**src/rtl/lc3b_types.sv**
```systemverilog
// Shared LC-3b pipeline types, including the branch predictor's update bundle,
// its 2-bit counter encoding and the fetch-stage passed values.
package lc3b_types;

  typedef logic [15:0] lc3b_word;

  localparam int BP_BHR_WIDTH = 2;

  typedef enum logic [1:0] {
    strongly_nt = 2'b00,
    weakly_nt   = 2'b01,
    weakly_t    = 2'b10,
    strongly_t  = 2'b11
  } lc3b_bp_counter;

  typedef struct packed {
    lc3b_word                pc;
    logic                    taken;
    lc3b_word                target;
    logic [BP_BHR_WIDTH-1:0] bhr;
    logic                    mispredict;
  } lc3b_bp_update;

  typedef struct packed {
    lc3b_word                pc;
    logic [BP_BHR_WIDTH-1:0] bhr_out;
    logic                    branch_pred;
    logic                    branch_hit;
    lc3b_word                branch_pred_target;
  } lc3b_passed_vals;

  // Saturating 2-bit counter step.
  function automatic lc3b_bp_counter bp_counter_next(lc3b_bp_counter c, logic taken);
    lc3b_bp_counter n;
    n = c;
    case (c)
      strongly_nt: n = taken ? weakly_nt  : strongly_nt;
      weakly_nt:   n = taken ? weakly_t   : strongly_nt;
      weakly_t:    n = taken ? strongly_t : weakly_nt;
      strongly_t:  n = taken ? strongly_t : weakly_t;
      default:     n = c;
    endcase
    return n;
  endfunction

endpackage

```
**src/rtl/branch_predictor_btb.sv**
```systemverilog
// Direct-mapped branch target buffer: combinational read, synchronous write.
// Only the valid bits are reset; tag/target contents are don't-care while invalid.
module branch_target_buffer
  import lc3b_types::*;
#(
  parameter int IDX_BITS = 3
) (
  input  logic        clk,
  input  logic        rst,
  input  logic [15:1] rd_pc,
  output logic        rd_hit,
  output lc3b_word    rd_target,
  input  logic        wr_en,
  input  logic [15:1] wr_pc,
  input  lc3b_word    wr_target
);

  localparam int ENTRIES  = 1 << IDX_BITS;
  localparam int TAG_BITS = 15 - IDX_BITS;

  logic [ENTRIES-1:0]  valid;
  logic [TAG_BITS-1:0] tags    [ENTRIES];
  lc3b_word            targets [ENTRIES];

  logic [IDX_BITS-1:0] rd_idx, wr_idx;

  assign rd_idx    = rd_pc[IDX_BITS:1];
  assign wr_idx    = wr_pc[IDX_BITS:1];
  assign rd_hit    = valid[rd_idx] && (tags[rd_idx] == rd_pc[15:IDX_BITS+1]);
  assign rd_target = targets[rd_idx];

  always_ff @(posedge clk or posedge rst) begin
    if (rst)        valid         <= '0;
    else if (wr_en) valid[wr_idx] <= 1'b1;
  end

  always_ff @(posedge clk) begin
    if (wr_en) begin
      tags[wr_idx]    <= wr_pc[15:IDX_BITS+1];
      targets[wr_idx] <= wr_target;
    end
  end

endmodule

```
**src/rtl/branch_predictor.sv**
```systemverilog
// Gshare direction predictor plus BTB for the fetch stage. Lookup is
// combinational; training and history repair happen on the clock edge.
module branch_predictor
  import lc3b_types::*;
#(
  parameter int BHR_WIDTH    = 2,
  parameter int PHT_BITS     = 4,
  parameter int BTB_IDX_BITS = 3
) (
  input  logic                 clk,
  input  logic                 rst,
  input  logic [15:0]          fetch_pc,
  input  logic                 fetch_valid,
  input  logic                 stall,
  output logic                 pred_taken,
  output logic [15:0]          pred_target,
  output logic                 btb_hit,
  output logic [BHR_WIDTH-1:0] bhr_out,
  output logic [1:0]           pht_state,
  input  logic                 upd_valid,
  input  logic [15:0]          upd_pc,
  input  logic                 upd_taken,
  input  logic [15:0]          upd_target,
  input  logic [BHR_WIDTH-1:0] upd_bhr,
  input  logic                 upd_mispredict
);

  localparam int PHT_ENTRIES = 1 << PHT_BITS;

  // Dropping the top bit of {h,t} gives the shift for any width, including 1.
  function automatic logic [BHR_WIDTH-1:0] shift_hist(logic [BHR_WIDTH-1:0] h, logic t);
    return BHR_WIDTH'({h, t});
  endfunction

  logic [BHR_WIDTH-1:0] spec_bhr, arch_bhr;
  lc3b_bp_counter       pht [PHT_ENTRIES];
  logic [PHT_BITS-1:0]  fetch_idx, upd_idx;
  lc3b_word             btb_target;

  assign fetch_idx = fetch_pc[PHT_BITS:1] ^ PHT_BITS'(spec_bhr);
  assign upd_idx   = upd_pc[PHT_BITS:1] ^ PHT_BITS'(upd_bhr);

  branch_target_buffer #(.IDX_BITS(BTB_IDX_BITS)) u_btb (
    .clk       (clk),
    .rst       (rst),
    .rd_pc     (fetch_pc[15:1]),
    .rd_hit    (btb_hit),
    .rd_target (btb_target),
    .wr_en     (upd_valid && upd_taken),
    .wr_pc     (upd_pc[15:1]),
    .wr_target (upd_target)
  );

  assign pht_state   = pht[fetch_idx];
  assign pred_taken  = btb_hit && pht_state[1];
  assign pred_target = pred_taken ? btb_target : fetch_pc + 16'd2;
  assign bhr_out     = spec_bhr;

  always_ff @(posedge clk or posedge rst) begin
    if (rst) begin
      for (int i = 0; i < PHT_ENTRIES; i++) pht[i] <= weakly_nt;
    end else if (upd_valid) begin
      pht[upd_idx] <= bp_counter_next(pht[upd_idx], upd_taken);
    end
  end

  // Mispredict repair wins over the speculative shift in the same cycle.
  always_ff @(posedge clk or posedge rst) begin
    if (rst) begin
      spec_bhr <= '0;
      arch_bhr <= '0;
    end else begin
      if (upd_valid) arch_bhr <= shift_hist(arch_bhr, upd_taken);
      if (upd_valid && upd_mispredict)
        spec_bhr <= shift_hist(upd_bhr, upd_taken);
      else if (fetch_valid && !stall && btb_hit)
        spec_bhr <= shift_hist(spec_bhr, pred_taken);
    end
  end

  // PC bit 0 is always zero for LC-3b instructions; arch_bhr is kept for debug visibility.
  logic unused_ok;
  assign unused_ok = ^{fetch_pc[0], upd_pc[0], arch_bhr};

endmodule

```
**config.mk**
```make
export PLATFORM = sky130hd
export DESIGN_NAME = branch_predictor
export DESIGN_NICKNAME = d
export VERILOG_FILES = /design/src/rtl/lc3b_types.sv /design/src/rtl/branch_predictor_btb.sv /design/src/rtl/branch_predictor.sv
export SDC_FILE = /design/constraint.sdc
export NUM_CORES = 1
export LEC_CHECK = 0
export CORE_MARGIN = 4
export CORE_UTILIZATION = 53
export CTS_CLUSTER_DIAMETER = 80
export DETAILED_ROUTE_END_ITERATION = 16
export GPL_ROUTABILITY_DRIVEN = 0
export HOLD_SLACK_MARGIN = 0.08
export PLACE_DENSITY_LB_ADDON = 0.05
export SETUP_SLACK_MARGIN = 0.2
export SYNTH_ARGS = -nofsm -noshare
export SYNTH_HDL_FRONTEND = slang
export SYNTH_SLANG_ARGS = --single-unit
```
**constraint.sdc**
```tcl
create_clock -name clk -period 4.4 [get_ports clk]
set_input_delay 0.88 -clock clk [delete_from_list [all_inputs] [get_ports clk]]
set_output_delay 0.88 -clock clk [all_outputs]
set_load 0.01 [all_outputs]
```
# Word level (Yosys, flattened, before mapping)

Memory sizes are Yosys's and may differ from the RTL's.
Cells that the tools add are included.

Register bits: 42
RAM bits: 224
Output and inout port bits: 22
Memories: 2

Memories:

| name          | words | width | rd ports | clocked after Yosys merged registers in | wr ports | RTL line                   | text |
|---|---|---|---|---|---|---|---|
| u_btb.targets | 8     | 16    | 1        | 0                                       | 1        | branch_predictor_btb.sv:23 | `lc3b_word targets [ENTRIES];` |
| u_btb.tags    | 8     | 12    | 1        | 0                                       | 1        | branch_predictor_btb.sv:22 | `logic [TAG_BITS-1:0] tags [ENTRIES];` |

$add $sub $neg: 1
$lt $le $gt $ge: 6
Eq/ne operators: 4
Multiplexer cells: 24
Bitwise operators: 5
Reductions and logical operators: 11

Operators by type and width:

| kind                                                                                 | number |
|---|---|
| 32-bit bitwise mux                                                                   | 1 |
| 2-bit 2-to-1 mux                                                                     | 10 |
| 16-bit by 2-bit adder with 16-bit output (second input constant)                     | 1 |
| 2-bit binary-select mux with 4-bit select                                            | 2 |
| 16-bit 2-to-1 mux                                                                    | 1 |
| 12-bit == test                                                                       | 1 |
| 5-bit greater-or-equal comparator (second input constant)                            | 2 |
| 4-bit NOT with 5-bit output                                                          | 2 |
| 2-bit demux with 4-bit select                                                        | 1 |
| 1-bit logical AND                                                                    | 8 |
| 3-bit by 4-bit less-than comparator with 1-bit output (second input constant)        | 2 |
| 8-bit OR                                                                             | 1 |
| 2-bit one-hot mux with 4 select lines                                                | 1 |
| 4-bit by 2-bit bitwise XOR with 4-bit output                                         | 2 |
| 1-bit 2-to-1 mux                                                                     | 6 |
| 5-bit by 1-bit less-than comparator with 1-bit output (second input constant)        | 1 |
| 2-bit == test (second input constant)                                                | 2 |
| 1-bit binary-select mux with 3-bit select                                            | 1 |
| 1-bit demux with 3-bit select                                                        | 1 |
| 3-bit by 1-bit greater-or-equal comparator with 1-bit output (second input constant) | 1 |
| 2-bit by 1-bit == test with 1-bit output (second input constant)                     | 1 |
| 2-bit logical NOT                                                                    | 1 |
| 2-bit nonzero test                                                                   | 1 |
| 1-bit logical NOT                                                                    | 1 |

# Depth between registers and ports, before layout

Depth in word-level cells: 9
Mapped depth: 11

# Hierarchy

Synthesis repeated with hierarchy kept, for this count alone.

Cell total of the unflattened synthesis: 611
Area total of the unflattened synthesis: 11493.5 sq um

Modules (own cells, without submodules):

| module               | times used | cells each | area each (sq um) |
|---|---|---|---|
| branch_target_buffer | 1          | 393        | 8966.1 |
| branch_predictor     | 1          | 218        | 2527.4 |

# Least setup slack after synthesis

OpenSTA, ideal clock, no wires.

Path kind: input to output
From: input fetch_pc[1]
To: output pred_target[10]
Arrival time: 3294 ps
Slack: 226 ps
Stages: 8
Path through: buf_4 > xor2_1 > mux4_2 > mux4_2 > nor3b_2 > buf_6 > buf_4 > a21oi_1

Word-level cells in the longest chain between the ends: 7
Elaborated cells between the ends (all ways): 14

RTL lines:

| what                                                | RTL line               | text |
|---|---|---|
| start: declaration                                  | branch_predictor.sv:12 | `input logic [15:0] fetch_pc,` |
| 4-bit by 2-bit bitwise XOR with 4-bit output        | branch_predictor.sv:40 | `assign fetch_idx = fetch_pc[PHT_BITS:1] ^ PHT_BITS'(spec_bhr);` |
| 4-bit NOT with 5-bit output (implied by the code)   | branch_predictor.sv:54 | `assign pht_state = pht[fetch_idx];` |
| 2-bit binary-select mux with 4-bit select           | branch_predictor.sv:54 |  |
| 2-bit 2-to-1 mux (implied by the code) (2 in a row) | branch_predictor.sv:54 |  |
| via pht_state[1]                                    | branch_predictor.sv:19 | `output logic [1:0] pht_state,` |
| 1-bit logical AND                                   | branch_predictor.sv:55 | `assign pred_taken = btb_hit && pht_state[1];` |
| via pred_taken                                      | branch_predictor.sv:15 | `output logic pred_taken,` |
| 16-bit 2-to-1 mux                                   | branch_predictor.sv:56 | `assign pred_target = pred_taken ? btb_target : fetch_pc + 16'd2;` |
| end: declaration                                    | branch_predictor.sv:16 | `output logic [15:0] pred_target,` |

The timed path passes the listed nets, and every way through them passes these cells. The select of a mux whose other input is x is not followed.

# Worst setup path after layout

From: input fetch_pc[2]
To: output pred_target[3]

Word-level cells in the longest chain between the ends: 7
Elaborated cells between the ends (all ways): 14

RTL lines:

| what                                                | RTL line |
|---|---|
| 4-bit by 2-bit bitwise XOR with 4-bit output        | branch_predictor.sv:40 |
| 4-bit NOT with 5-bit output (implied by the code)   | branch_predictor.sv:54 |
| 2-bit binary-select mux with 4-bit select           | branch_predictor.sv:54 |
| 2-bit 2-to-1 mux (implied by the code) (2 in a row) | branch_predictor.sv:54 |
| 1-bit logical AND                                   | branch_predictor.sv:55 |
| 16-bit 2-to-1 mux (*)                               | branch_predictor.sv:56 |

Every way passes the cells marked *; elsewhere a longest branch is shown, timed or not. The select of a mux whose other input is x is not followed.

==> results.json <==
{
  "detailedPlacementHpwl_um": 15900,
  "cts_tree": "yes",
  "drv_cap": 0,
  "gr-total-overflow": 0,
  "crit_top_cell": "buf_12",
  "root_buffer": "clkbuf_16",
  "die_area_um2": 23800,
  "synth-seq-cells": 266,
  "num_vias": 6177,
  "whs_path_depth": 1,
  "post-place-ws_ns": -0.355,
  "clkSlewWorstSetupHoldPaths_ns": 0.06,
  "synth.avg_cell_area_um2": 18.7,
  "crit_path_top_delay_cell": "mux4_2",
  "areaGrowthSynthToFinish_pct": 22.8,
  "hold_viol": 0,
  "synthFlopType": "edfxtp_1",
  "cp_max_fo": 9,
  "antenna_left": 0,
  "hp-class": "reg2reg",
  "viasPerCell": 5.87,
  "dr.pass1.iters": 5,
  "power.share.sequential": 0.497,
  "switching_share": 0.228,
  "slew_violations": 0,
  "fin_skew_ns": 0.0220,
  "ios": 79,
  "clock_sink_count": 266,
  "htree_levels": 1,
  "pwr-share-clk": 0.359,
  "post-route-drc-count": 0,
  "cts_buffer_depth": 3,
  "numCtsBuffers": 28,
  "timing.final.crit_share": 0.966,
  "crit_family": "multiplexers",
  "cp-end-kind": "primary output",
  "rsz0062_at_grt": "true",
  "synth_cell_types": 41,
  "p_int_mw": 4.82,
  "fmax_mhz": 235,
  "antenna_found_initial": 0,
  "finalPower_mw": 6.24,
  "nets": 814,
  "criticalPathCategory": "in2out",
  "fp.dieH_um": 154,
  "slew_headroom": 0.555,
  "row_count": 53,
  "ys_warn_count": 0,
  "reg2regPathDepth": 10,
  "worstMarginPinSlew_ns": 0.665,
  "cp.required_ns": 3.52,
  "leakagePower_nw": 4.87,
  "wire_per_inst_um": 23.9,
  "cts.hold.buffers_added": 0,
  "drive_above_1_share": 0.375,
  "ys_seq_area_frac": 0.687,
  "pwr-share-comb": 0.144,
  "grt.busiest_layer": "met2",
  "p_sw_mw": 1.43,
  "die_w_um": 154,
  "netlist_area_um2": 11400,
  "status": "finished clean",
  "synth_nets": 665,
  "cp_num_buf_inv": 6,
  "start_util": 0.540,
  "drt_iter0_markers": 377,
  "grt_usage": 0.216,
  "worst_slack_ns": 0.152,
  "post-route-min-period_ns": 4.25,
  "grt_pass1_vias": 6721,
  "globalRouteMet3Util": 0.0305,
  "wirelength_um": 25200,
  "grt_pass1_wl_um": 39300,
  "dp_cells": 993,
  "grtUsageMet2": 0.365,
  "mostFrequentLayoutCells": "224 x edfxtp_1, 66 x mux4_2, 57 x buf_4",
  "portBuffers": 77,
  "power_density_nw_per_um2": 448,
  "stdcell_count": 1053,
  "ir_drop_mv": 0.401,
  "grtUsageMet1": 0.307,
  "clkLatencyLatePin_ns": 0.54,
  "slowest_delay_ns": 0.54,
  "synthArstFlopShare": 0.158,
  "cp.arrival_ns": 3.37,
  "syn-instance-count": 607,
  "cp-start-kind": "input pin",
  "synth_edf_count": 224,
  "diodes": 0,
  "critical_path_cell_count": 13,
  "core_region_area_um2": 21000,
  "grt_max_degree": 43,
  "final_common_cell": "edfxtp_1",
  "path_cells": "buf_12 > buf_12 > mux4_2 > mux2i_4 > xor2_2 > nand4_1 > buf_4 > nor3b_4 > buf_6 > buf_12 > mux2i_1 > mux2i_1 > buf_2",
  "setup_viol": 0
}
-- cell families after synthesis --
kind of cell | count (synthesis) | synth area share
muxes | 151 | 0.213
and+or+nand+nor | 98 | 0.0432
adders and majority gates | 3 | 0.00308
DFF | 266 | 0.687
buffers and inverters | 31 | 0.0144
xor gates and xnor gates | 26 | 0.0207
AOI/OAI and AO/OA | 32 | 0.0191
-- layout make-up --
class | count | area, µm²
clock inverters | 14 | 129
clock buffers | 38 | 758
well taps | 275 | 344
multi-input cells | 310 | 3540
inverters | 4 | 15.0
flip-flops and latches | 266 | 7800
repair buffers | 146 | 1350
fillers | 1409 | 7080
-- registers in the layout, summed over array words and instances, names as in the netlist --
signal and cells:
bhr_out 2, pht 32, u_btb.targets 128, u_btb.valid 8, u_btb.tags 96
-- per-stage QoR --
step | cell area [µm²] | utilization | TNS (ns) | hold slack, ns
floorplan | 11400 | - | 0 | 0.434
global route | 13900 | 0.663 | 0 | 0.486
global placement | 12900 | 0.613 | -4.97 | 0.445
detailed placement | 12900 | 0.613 | -5.22 | 0.457
finish | 13900 | 0.663 | 0 | 0.468
CTS | 13900 | 0.663 | 0 | 0.471
-- power groups by stage --
stage / Clock (mW) / Sequential, mW / Combinational [mW]
6_report: 2.24 / 3.10 / 0.899
5_1_grt: 2.40 / 3.12 / 0.968
4_1_cts: 2.28 / 3.10 / 0.902
3_5_place_dp: 0 / 3.15 / 0.882
3_3_place_gp: 0 / 3.13 / 0.857
2_1_floorplan: 0 / 3.10 / 0.578
-- cell usage after synthesis, types with 2 or more instances --
library cell,n,share of area
buf_4,6,0.0040
o21a_1,2,0.0013
and4_1,2,0.0015
xnor2_1,13,0.010
xor2_1,12,0.0093
mux4_1,2,0.0046
o22ai_1,2,0.0011
inv_1,4,0.0013
mux4_2,66,0.13
a21o_1,3,0.0020
or2_2,8,0.0044
a211oi_1,3,0.0020
a22o_1,2,0.0015
mux2_2,38,0.038
clkbuf_1,9,0.0030
nor3_1,11,0.0048
buf_2,8,0.0035
nand2b_1,4,0.0022
dfstp_2,16,0.037
nand2_1,13,0.0043
nor2b_1,4,0.0022
a21oi_1,13,0.0057
nand4_1,3,0.0017
and3_1,3,0.0017
nand3_1,16,0.0071
a22oi_1,5,0.0033
mux2i_1,45,0.040
buf_6,2,0.0020
nor2_1,30,0.0099
buf_1,2,0.00066
dfrtp_1,26,0.057
edfxtp_1,224,0.59
maj3_2,2,0.0020
-- worst paths after layout --
check | from | endpoint | slack (ns)
min | u_btb.valid[5]$_DFFE_PP0P_ | u_btb.valid[5]$_DFFE_PP0P_ | 0.47
max | fetch_pc[2] | pred_target[3] | 0.15
min reg2reg | u_btb.valid[5]$_DFFE_PP0P_ | u_btb.valid[5]$_DFFE_PP0P_ | 0.47
min in group asynchronous | rst | pht[27]$_DFFE_PP0P_ | 0.78
max reg2reg | u_btb.tags[6][5]$_DFFE_PP_ | bhr_out[0]$_DFFE_PP0P_ | 1.72
max in group asynchronous | rst | bhr_out[0]$_DFFE_PP0P_ | 3.22
-- routing by layer --
layer	wire length (µm)	up-vias
met5	0	-
met4	316	0
met3	1240	25
met2	12800	174
met1	10800	3228
li1	-	2750
-- what timing repair did --
| action | in CTS | in global routing |
|---|---|---|
| setup endpoints to repair | 18 | 17 |
| hold endpoints to repair | 0 | 0 |
| buffers inserted | 3 | 3 |
| pin swaps | 11 | 4 |
| gates resized for setup | 86 | 17 |
| cloned | 2 | 0 |
No activity file was read; power rests on OpenSTA's default activity.
==> edit: new RTL, same settings <==
The parameter `BTB_IDX_BITS` goes from 3 to 4.
--- a/src/rtl/branch_predictor.sv
+++ b/src/rtl/branch_predictor.sv
@@ -5,7 +5,7 @@
 #(
   parameter int BHR_WIDTH    = 2,
   parameter int PHT_BITS     = 4,
-  parameter int BTB_IDX_BITS = 3
+  parameter int BTB_IDX_BITS = 4
 ) (
   input  logic                 clk,
   input  logic                 rst,
Behaviour: not the same (Yosys sat finds a counterexample within 4 cycles, from zero or initial values and one cycle with rst high).
==> edit against the original RTL <==
- the run now ends with negative setup slack left
- design area rose by 73%
- sequential share of layout area rose by 3.1 points
- power rose by 69%
- setup slack got worse by 150 ps
- largest power group unchanged
- sequential cell count rose by 216
- critical path depth fell by 1
- clock skew rose by 5.3 ps
- routed wire length rose by 85%
- fmax fell by 3.5%
- synthesized area rose by 75%
==> edit: results (changes against the original RTL) <==
powerSeq_mw: 5.39  # +74%
failed_checks: "negative setup slack"
synth_cell_types: 57  # +39%
clock_area_share_pct: 6.26  # -0.10 points
p_clk_share_pct: 37.3  # +1.4 points
power.leakage_nw: 8.23  # +69%
crit_path_max_incr_delay_ps: 480  # -60 ps
use_met3_pct: 3.45  # +0.40 points
multi_input_area_um2: 5580  # +58%
dpl.cell_count: 1590  # +60%
h-tree-depth: 2  # +1
grt_max_degree: 51  # +19%
viasPerCell: 6.08  # +3.6%
multi_input_cells: 433  # +40%
inverters: 7  # +3
hpwlAfterDp_um: 28400  # +79%
buffers_excl_clock: 214  # +47%
globalRouteMet2Util_pct: 36.9  # +0.37 points
setup_slack_ps: -0.272  # -152 ps
routed-wl-met2_um: 22800  # +78%
drt-total-wl_um: 46500  # +85%
initialDrtViolationCount: 840  # +120%
status: "complete, but fails checks"
synth_common_cells: "432 x edfxtp_1, 138 x mux4_2, 42 x mux2_2"
ys_seq_area_share_pct: 71.6  # +3.0 points
fill_cells: 2516  # +79%
numCtsBuffers: 49  # +75%
drt-met1-wl_um: 20300  # +89%
grt_pass1_wl_um: 69700  # +77%
nNetsFinal: 1245  # +53%
dr_wl_met3_um: 2440  # +96%
cp_max_fo: 6  # -3
finalSetupViolCount: 1  # +1
layout.nonclk_buf_share_pct: 8.96  # -0.75 points
fin_skew_ps: 27.4  # +5.34 ps
==> edit: changes by cell type after synthesis, sizes merged, moves of 9 or more <==
cell | unedited run | this run
nor2 | 30 | 40
edfxtp | 224 | 432
clkbuf | 9 | 22
buf | 18 | 27
mux2 | 38 | 50
mux4 | 68 | 138
==> edit: worst paths after layout <==
check | depth (start not counted) | to | slack [ps] | from
worst max-delay path | 12 | pred_target[7] | -0.3 | fetch_pc[2]
worst min-delay path | 1 | u_btb.valid[10] | 460 | u_btb.valid[10]
worst max register to register | 16 | bhr_out[0] | 1300 | u_btb.tags[12][1]
worst min register to register | 1 | u_btb.valid[10] | 460 | u_btb.valid[10]
max in group asynchronous | 2 | u_btb.valid[8] | 2850 | rst
min in group asynchronous | 2 | pht[15] | 900 | rst
==> edit: metrics by stage <==
| step | power (mW) | hold slack, ps | instance area, µm² | setup slack, ps | TNS [ps] |
|---|---|---|---|---|---|
| after floorplan | 6.16 | 434 | 20000 | 214 | 0 |
| after global routing | 10.9 | 469 | 24100 | -78.6 | -670 |
| after detailed placement | 6.65 | 448 | 22300 | -559 | -9190 |
| after global placement | 6.62 | 445 | 22300 | -531 | -8730 |
| final | 10.5 | 457 | 24100 | -0.272 | -0.272 |
| after CTS | 10.6 | 461 | 24100 | -5.07 | -13.7 |
==> edit: timing repair <==
action                                  CTS  global route
endpoints found under the setup margin   20            18
hold endpoints to repair                  0             0
buffers inserted                         11             2
pin swaps                                12             4
gates resized for setup                 121            11
cloned                                    1             0
==> edit: logic make-up after synthesis <==
family | synth area share (%)
flops | 71.6
mux | 20.6
simple gates | 3.38
buf+inv | 1.31
compound gates | 1.71
xor+xnor | 1.19
fa+ha+maj | 0.164
